`src/rtl/lfsr_rand_gen.sv`:
```
// rtl/lfsr_rand_gen.sv - XNOR Fibonacci LFSR with bounded rejection-sampled output
// Optional: define LFSR_REJECT_CNT_EN to add the saturating reject_cnt output.
module lfsr_rand_gen #(
  parameter int WIDTH     = 8,
  parameter int MAX_TRIES = 8
) (
  input  logic             clk,
  input  logic             reset,
  input  logic             ce,
  input  logic             seed_load,
  input  logic [WIDTH-1:0] seed,
  input  logic             req,
  input  logic [WIDTH-1:0] limit,
  output logic [WIDTH-1:0] lfsr,
  output logic             wrap,
  output logic             busy,
  output logic             rnd_valid,
  output logic [WIDTH-1:0] rnd
`ifdef LFSR_REJECT_CNT_EN
  ,
  output logic [15:0]      reject_cnt
`endif
);

  generate
    if (WIDTH < 3 || WIDTH > 16) begin : g_bad_width
      $error("lfsr_rand_gen: WIDTH must be in 3..16");
    end
    if (MAX_TRIES < 1 || MAX_TRIES > 255) begin : g_bad_tries
      $error("lfsr_rand_gen: MAX_TRIES must be in 1..255");
    end
  endgenerate

  // Maximal-length tap sets; bit n-1 set for tap n.
  function automatic logic [15:0] tap_mask(input int w);
    case (w)
      3:       return 16'h0006;
      4:       return 16'h000C;
      5:       return 16'h0014;
      6:       return 16'h0030;
      7:       return 16'h0060;
      8:       return 16'h00B8;
      9:       return 16'h0110;
      10:      return 16'h0240;
      11:      return 16'h0500;
      12:      return 16'h0829;
      13:      return 16'h100D;
      14:      return 16'h2015;
      15:      return 16'h6000;
      16:      return 16'hD008;
      default: return 16'h0000;
    endcase
  endfunction

  localparam logic [15:0]      TAPS     = tap_mask(WIDTH);
  localparam logic [WIDTH-1:0] TAP_BITS = TAPS[WIDTH-1:0];
  localparam logic [7:0]       TRY_LAST = 8'(MAX_TRIES - 1);

  typedef enum logic [0:0] {IDLE, SAMPLE} state_t;

  state_t           state_q, state_d;
  logic [7:0]       tries_q, tries_d;
  logic [WIDTH-1:0] limit_reg, limit_d;
  logic [WIDTH-1:0] seed_reg;
  logic [WIDTH-1:0] rnd_d;
  logic             rnd_valid_d;
  logic [WIDTH-1:0] mask;
  logic [WIDTH-1:0] cand;
  logic [WIDTH-1:0] lfsr_next;
  logic             advance;

  // XNOR feedback keeps all-ones as the unreachable lockup state.
  assign lfsr_next = {lfsr[WIDTH-2:0], ~^(lfsr & TAP_BITS)};
  assign advance   = (state_q == IDLE && ce) || (state_q == SAMPLE);
  assign busy      = (state_q == SAMPLE);
  assign cand      = lfsr & mask;

  // Smear limit bits downward: smallest 2^k-1 covering limit_reg.
  always_comb begin
    mask = limit_reg;
    for (int i = 1; i < WIDTH; i++) begin
      mask = mask | (limit_reg >> i);
    end
  end

  // LFSR state, seed shadow and period-wrap pulse.
  always_ff @(posedge clk) begin
    if (reset) begin
      lfsr     <= '0;
      seed_reg <= '0;
      wrap     <= 1'b0;
    end else if (seed_load) begin
      lfsr     <= (&seed) ? '0 : seed;
      seed_reg <= (&seed) ? '0 : seed;
      wrap     <= 1'b0;
    end else if (advance) begin
      lfsr     <= lfsr_next;
      wrap     <= (lfsr_next == seed_reg);
    end else begin
      wrap     <= 1'b0;
    end
  end

  // Sampling FSM next-state: accept in-range candidate or fall back after the last try.
  always_comb begin
    state_d     = state_q;
    tries_d     = tries_q;
    limit_d     = limit_reg;
    rnd_d       = rnd;
    rnd_valid_d = 1'b0;
    case (state_q)
      IDLE: begin
        if (req) begin
          limit_d = limit;
          tries_d = 8'd0;
          state_d = SAMPLE;
        end
      end
      SAMPLE: begin
        if (cand <= limit_reg) begin
          rnd_d       = cand;
          rnd_valid_d = 1'b1;
          state_d     = IDLE;
        end else if (tries_q == TRY_LAST) begin
          rnd_d       = cand - limit_reg - WIDTH'(1);
          rnd_valid_d = 1'b1;
          state_d     = IDLE;
        end else begin
          tries_d = tries_q + 8'd1;
        end
      end
      default: state_d = IDLE;
    endcase
  end

  // Sampling FSM registers and registered result outputs.
  always_ff @(posedge clk) begin
    if (reset) begin
      state_q   <= IDLE;
      tries_q   <= 8'd0;
      limit_reg <= '0;
      rnd       <= '0;
      rnd_valid <= 1'b0;
    end else begin
      state_q   <= state_d;
      tries_q   <= tries_d;
      limit_reg <= limit_d;
      rnd       <= rnd_d;
      rnd_valid <= rnd_valid_d;
    end
  end

`ifdef LFSR_REJECT_CNT_EN
  // Count rejected SAMPLE cycles (fallback cycle included), saturating.
  always_ff @(posedge clk) begin
    if (reset) begin
      reject_cnt <= 16'd0;
    end else if (state_q == SAMPLE && cand > limit_reg && reject_cnt != 16'hFFFF) begin
      reject_cnt <= reject_cnt + 16'd1;
    end
  end
`endif

endmodule

```
`config.mk`:
```
export PLATFORM = sky130hd
export DESIGN_NAME = lfsr_rand_gen
export DESIGN_NICKNAME = d
export VERILOG_FILES = /design/src/rtl/lfsr_rand_gen.sv
export SDC_FILE = /design/constraint.sdc
export NUM_CORES = 1
export LEC_CHECK = 0
export ABC_AREA = 1
export BUFFER_PORTS_ARGS = -buffer_cell sky130_fd_sc_hd__buf_2
export CAP_MARGIN = 15
export CORE_MARGIN = 2
export CORE_UTILIZATION = 40
export CTS_CLUSTER_DIAMETER = 100
export DETAILED_ROUTE_END_ITERATION = 8
export PLACE_DENSITY = 0.56
export RECOVER_POWER = 50
export SLEW_MARGIN = 10
export SYNTH_ARGS = -nofsm -noshare
export SYNTH_HDL_FRONTEND = slang
export SYNTH_SLANG_ARGS = --single-unit
```
`constraint.sdc`:
```
create_clock -name clk -period 3.9 [get_ports clk]
set_input_delay 0.78 -clock clk [delete_from_list [all_inputs] [get_ports clk]]
set_output_delay 0.78 -clock clk [all_outputs]
set_load 0.01 [all_outputs]
```
==> results.json <==
{
  "syn2layout_area_growth_pct": 12.6,
  "r2r_slack_ps": 1250,
  "io_pins": 40,
  "overflow": 0,
  "ys_warn_count": 0,
  "fp.coreArea_mm2": 0.00596,
  "tightest_slew_ps": 776,
  "numPortBuffers": 39,
  "p_per_area_mw_per_mm2": 404,
  "fp.dieW_um": 82.7,
  "hold_start": "rnd[5]",
  "r2r-start": "limit_reg[7]",
  "wirelength_um": 6040,
  "via_per_inst": 5.00,
  "skew_ps": 6.84,
  "clock_path_buffers": 2,
  "crit_slowest_cell": "fa_1",
  "ys_seq_area_share_pct": 34.7,
  "cts_tree": "built",
  "postRouteAntennaNets": 0,
  "layout_commonest_cell": "nand2_1",
  "gp_congestion": 0.820,
  "grt_pass1_vias": 2213,
  "cts.repair.resized": 0,
  "cp_top_family": "simple AND/OR/NAND/NOR gates",
  "die_h_um": 82.7,
  "synth-seq-cells": 43,
  "crit_buf_inv": 1,
  "cp.required_ps": 4130,
  "leakage_uw": 0.00125,
  "whs_ps": 477,
  "drc": 0,
  "ir_drop_v": 0.000170,
  "reg2reg_depth": 14,
  "synth_area_mm2": 0.00248,
  "ys_async_sr_fraction_pct": 0,
  "cts_max_level": 2,
  "cts.sinks": 43,
  "grt_max_degree": 29,
  "max_freq_mhz": 377,
  "post_cts_buffers": 0,
  "hold_path_class": "flop to flop",
  "drt-initial-drc-count": 59,
  "arrival_ps": 2890,
  "path_max_fanout": 5,
  "yosys_most_used_dff": "dfxtp_1",
  "path_class": "flop to flop",
  "numCtsBuffers": 5,
  "root_buffer": "clkbuf_8",
  "netlist_instances": 358,
  "antennaDiodeCount": 0,
  "n_fill_cell": 669,
  "die_area_mm2": 0.00685,
  "synth.top_cells.by_area": "dfxtp_1, nand2_1, o21ai_0",
  "clk_latency_ps": 290,
  "cp-start-kind": "flop",
  "post_drt_wl_per_cell_um": 12.8,
  "status": "finished clean",
  "drv_slew": 0,
  "layout-drive-gt1-share_pct": 11.3,
  "holdPathStages": 2,
  "grt_setup_unrepaired": "false",
  "worstHoldEndpoint": "rnd[5]",
  "first_pass_iters": 5,
  "cpMostUsedCell": "nor2_1",
  "syn_avg_cell_area_um2": 6.93,
  "hold_viol": 0,
  "vias": 2363,
  "grt_usage_pct": 19.2,
  "row_count": 28,
  "cp_slowest_stage_delay_ps": 440,
  "ys_types": 37,
  "synth_edf_count": 0,
  "period_share_pct": 68.0,
  "grt_first_pass_wirelength_um": 10200,
  "setup_violations": 0,
  "cts_hold_buf": 0,
  "final_cell_mix": "nand2_1, inv_1, dfxtp_1",
  "timing.rr.end": "rnd[4]",
  "maxSlewHeadroom_pct": 48.2,
  "cp-end-kind": "flop",
  "period_needed_ps": 2650,
  "antenna_found_initial": 0,
  "hpwlAfterDp_um": 4650,
  "synth.largest_area_cell": "dfxtp_1",
  "path_clk_slew_ps": 80,
  "initial_core_util_pct": 41.6,
  "tns_ps": 0,
  "worstPathCellList": "nor2_1 -> nand4_1 -> nor2_1 -> nand2_1 -> o21ai_2 -> inv_1 -> ha_1 -> fa_1 -> nand2_1 -> nand2_1 -> xnor2_1 -> o21ai_1 -> nor2_1 -> nor2_1",
  "nets": 428,
  "drv_cap": 0,
  "synthesis.nets": 389,
  "synth_top_area_share_pct": 34.7
}
## worst max path at each step
stage	startpoint	end	cells after the start	slack [ps]
2_1_floorplan	limit_reg[7]	rnd[6]	16	1630
3_3_place_gp	limit_reg[7]	rnd[4]	14	1330
3_5_place_dp	limit_reg[7]	rnd[4]	14	1280
4_1_cts	limit_reg[7]	rnd[4]	14	1260
5_1_grt	limit_reg[7]	rnd[3]	16	930
6_report	limit_reg[7]	rnd[4]	14	1250
## synthesized netlist by cell type, types with 2 or more instances
cell	count
nand2_1	83
nand4_1	6
o22ai_1	4
o21ai_0	39
nor2_2	2
a21oi_1	32
nor3_1	2
nand2_2	5
clkbuf_1	3
xor2_1	5
dfxtp_1	43
o21ai_1	3
nor2_1	33
xnor2_1	5
inv_1	44
ha_1	9
nor2_4	2
buf_2	2
nand3_1	16
nand2_4	3
## kinds of logic after synthesis
logic type	after synthesis	synth area share, %
buf+inv	51	8.17
simple gates	159	30.0
compound gates	85	18.2
fa+ha+maj	10	5.35
xor+xnor	10	3.53
flops	43	34.7
## worst min-delay path: cells and delay by family, from the launching register on
family / cells / cell delay (ps)
AND/OR/NAND/NOR: 1 / 60
AO/OA/AOI/OAI: 1 / 50
flip-flops: 1 / 320
## area by class of cell
class	count	area, µm²	share of cell area [%]
clock buffers	6	72.6	2.60
clock inverters	2	12.5	0.448
inverters	44	165	5.92
multi-input cells	264	1420	50.7
flip-flops and latches	43	861	30.8
well taps	75	93.8	3.36
repair buffers	39	170	6.10
## layer usage
metal  vias up  GRT usage (%)  part of all wire [%]
met5         -              0                     0
li1       1253              -                     -
met2        28           31.9                    46
met1      1080           25.5                    51
met3         2           3.80                   2.8
met4         0           4.43                  0.45
## through the flow
| step | util (%) | setup slack [ps] | std cells | total power (µW) | cell area (µm²) |
|---|---|---|---|---|---|
| after floorplan | - | 1630 | 358 | 775 | 2480 |
| after global placement | 45.9 | 1330 | 465 | 863 | 2730 |
| after detailed placement | 45.9 | 1280 | 465 | 865 | 2730 |
| after CTS | 47.3 | 1260 | 473 | 1150 | 2820 |
| after global routing | 46.9 | 934 | 473 | 1210 | 2790 |
| final | 46.9 | 1250 | 473 | 1130 | 2790 |
## power by group
group | total, µW | switching, µW | internal (µW)
sequential | 503 | 29.7 | 473
clock | 278 | 153 | 125
combinational | 347 | 225 | 122
total | 1130 | 407 | 721
Note: power is estimated with default switching activity, not from simulation.
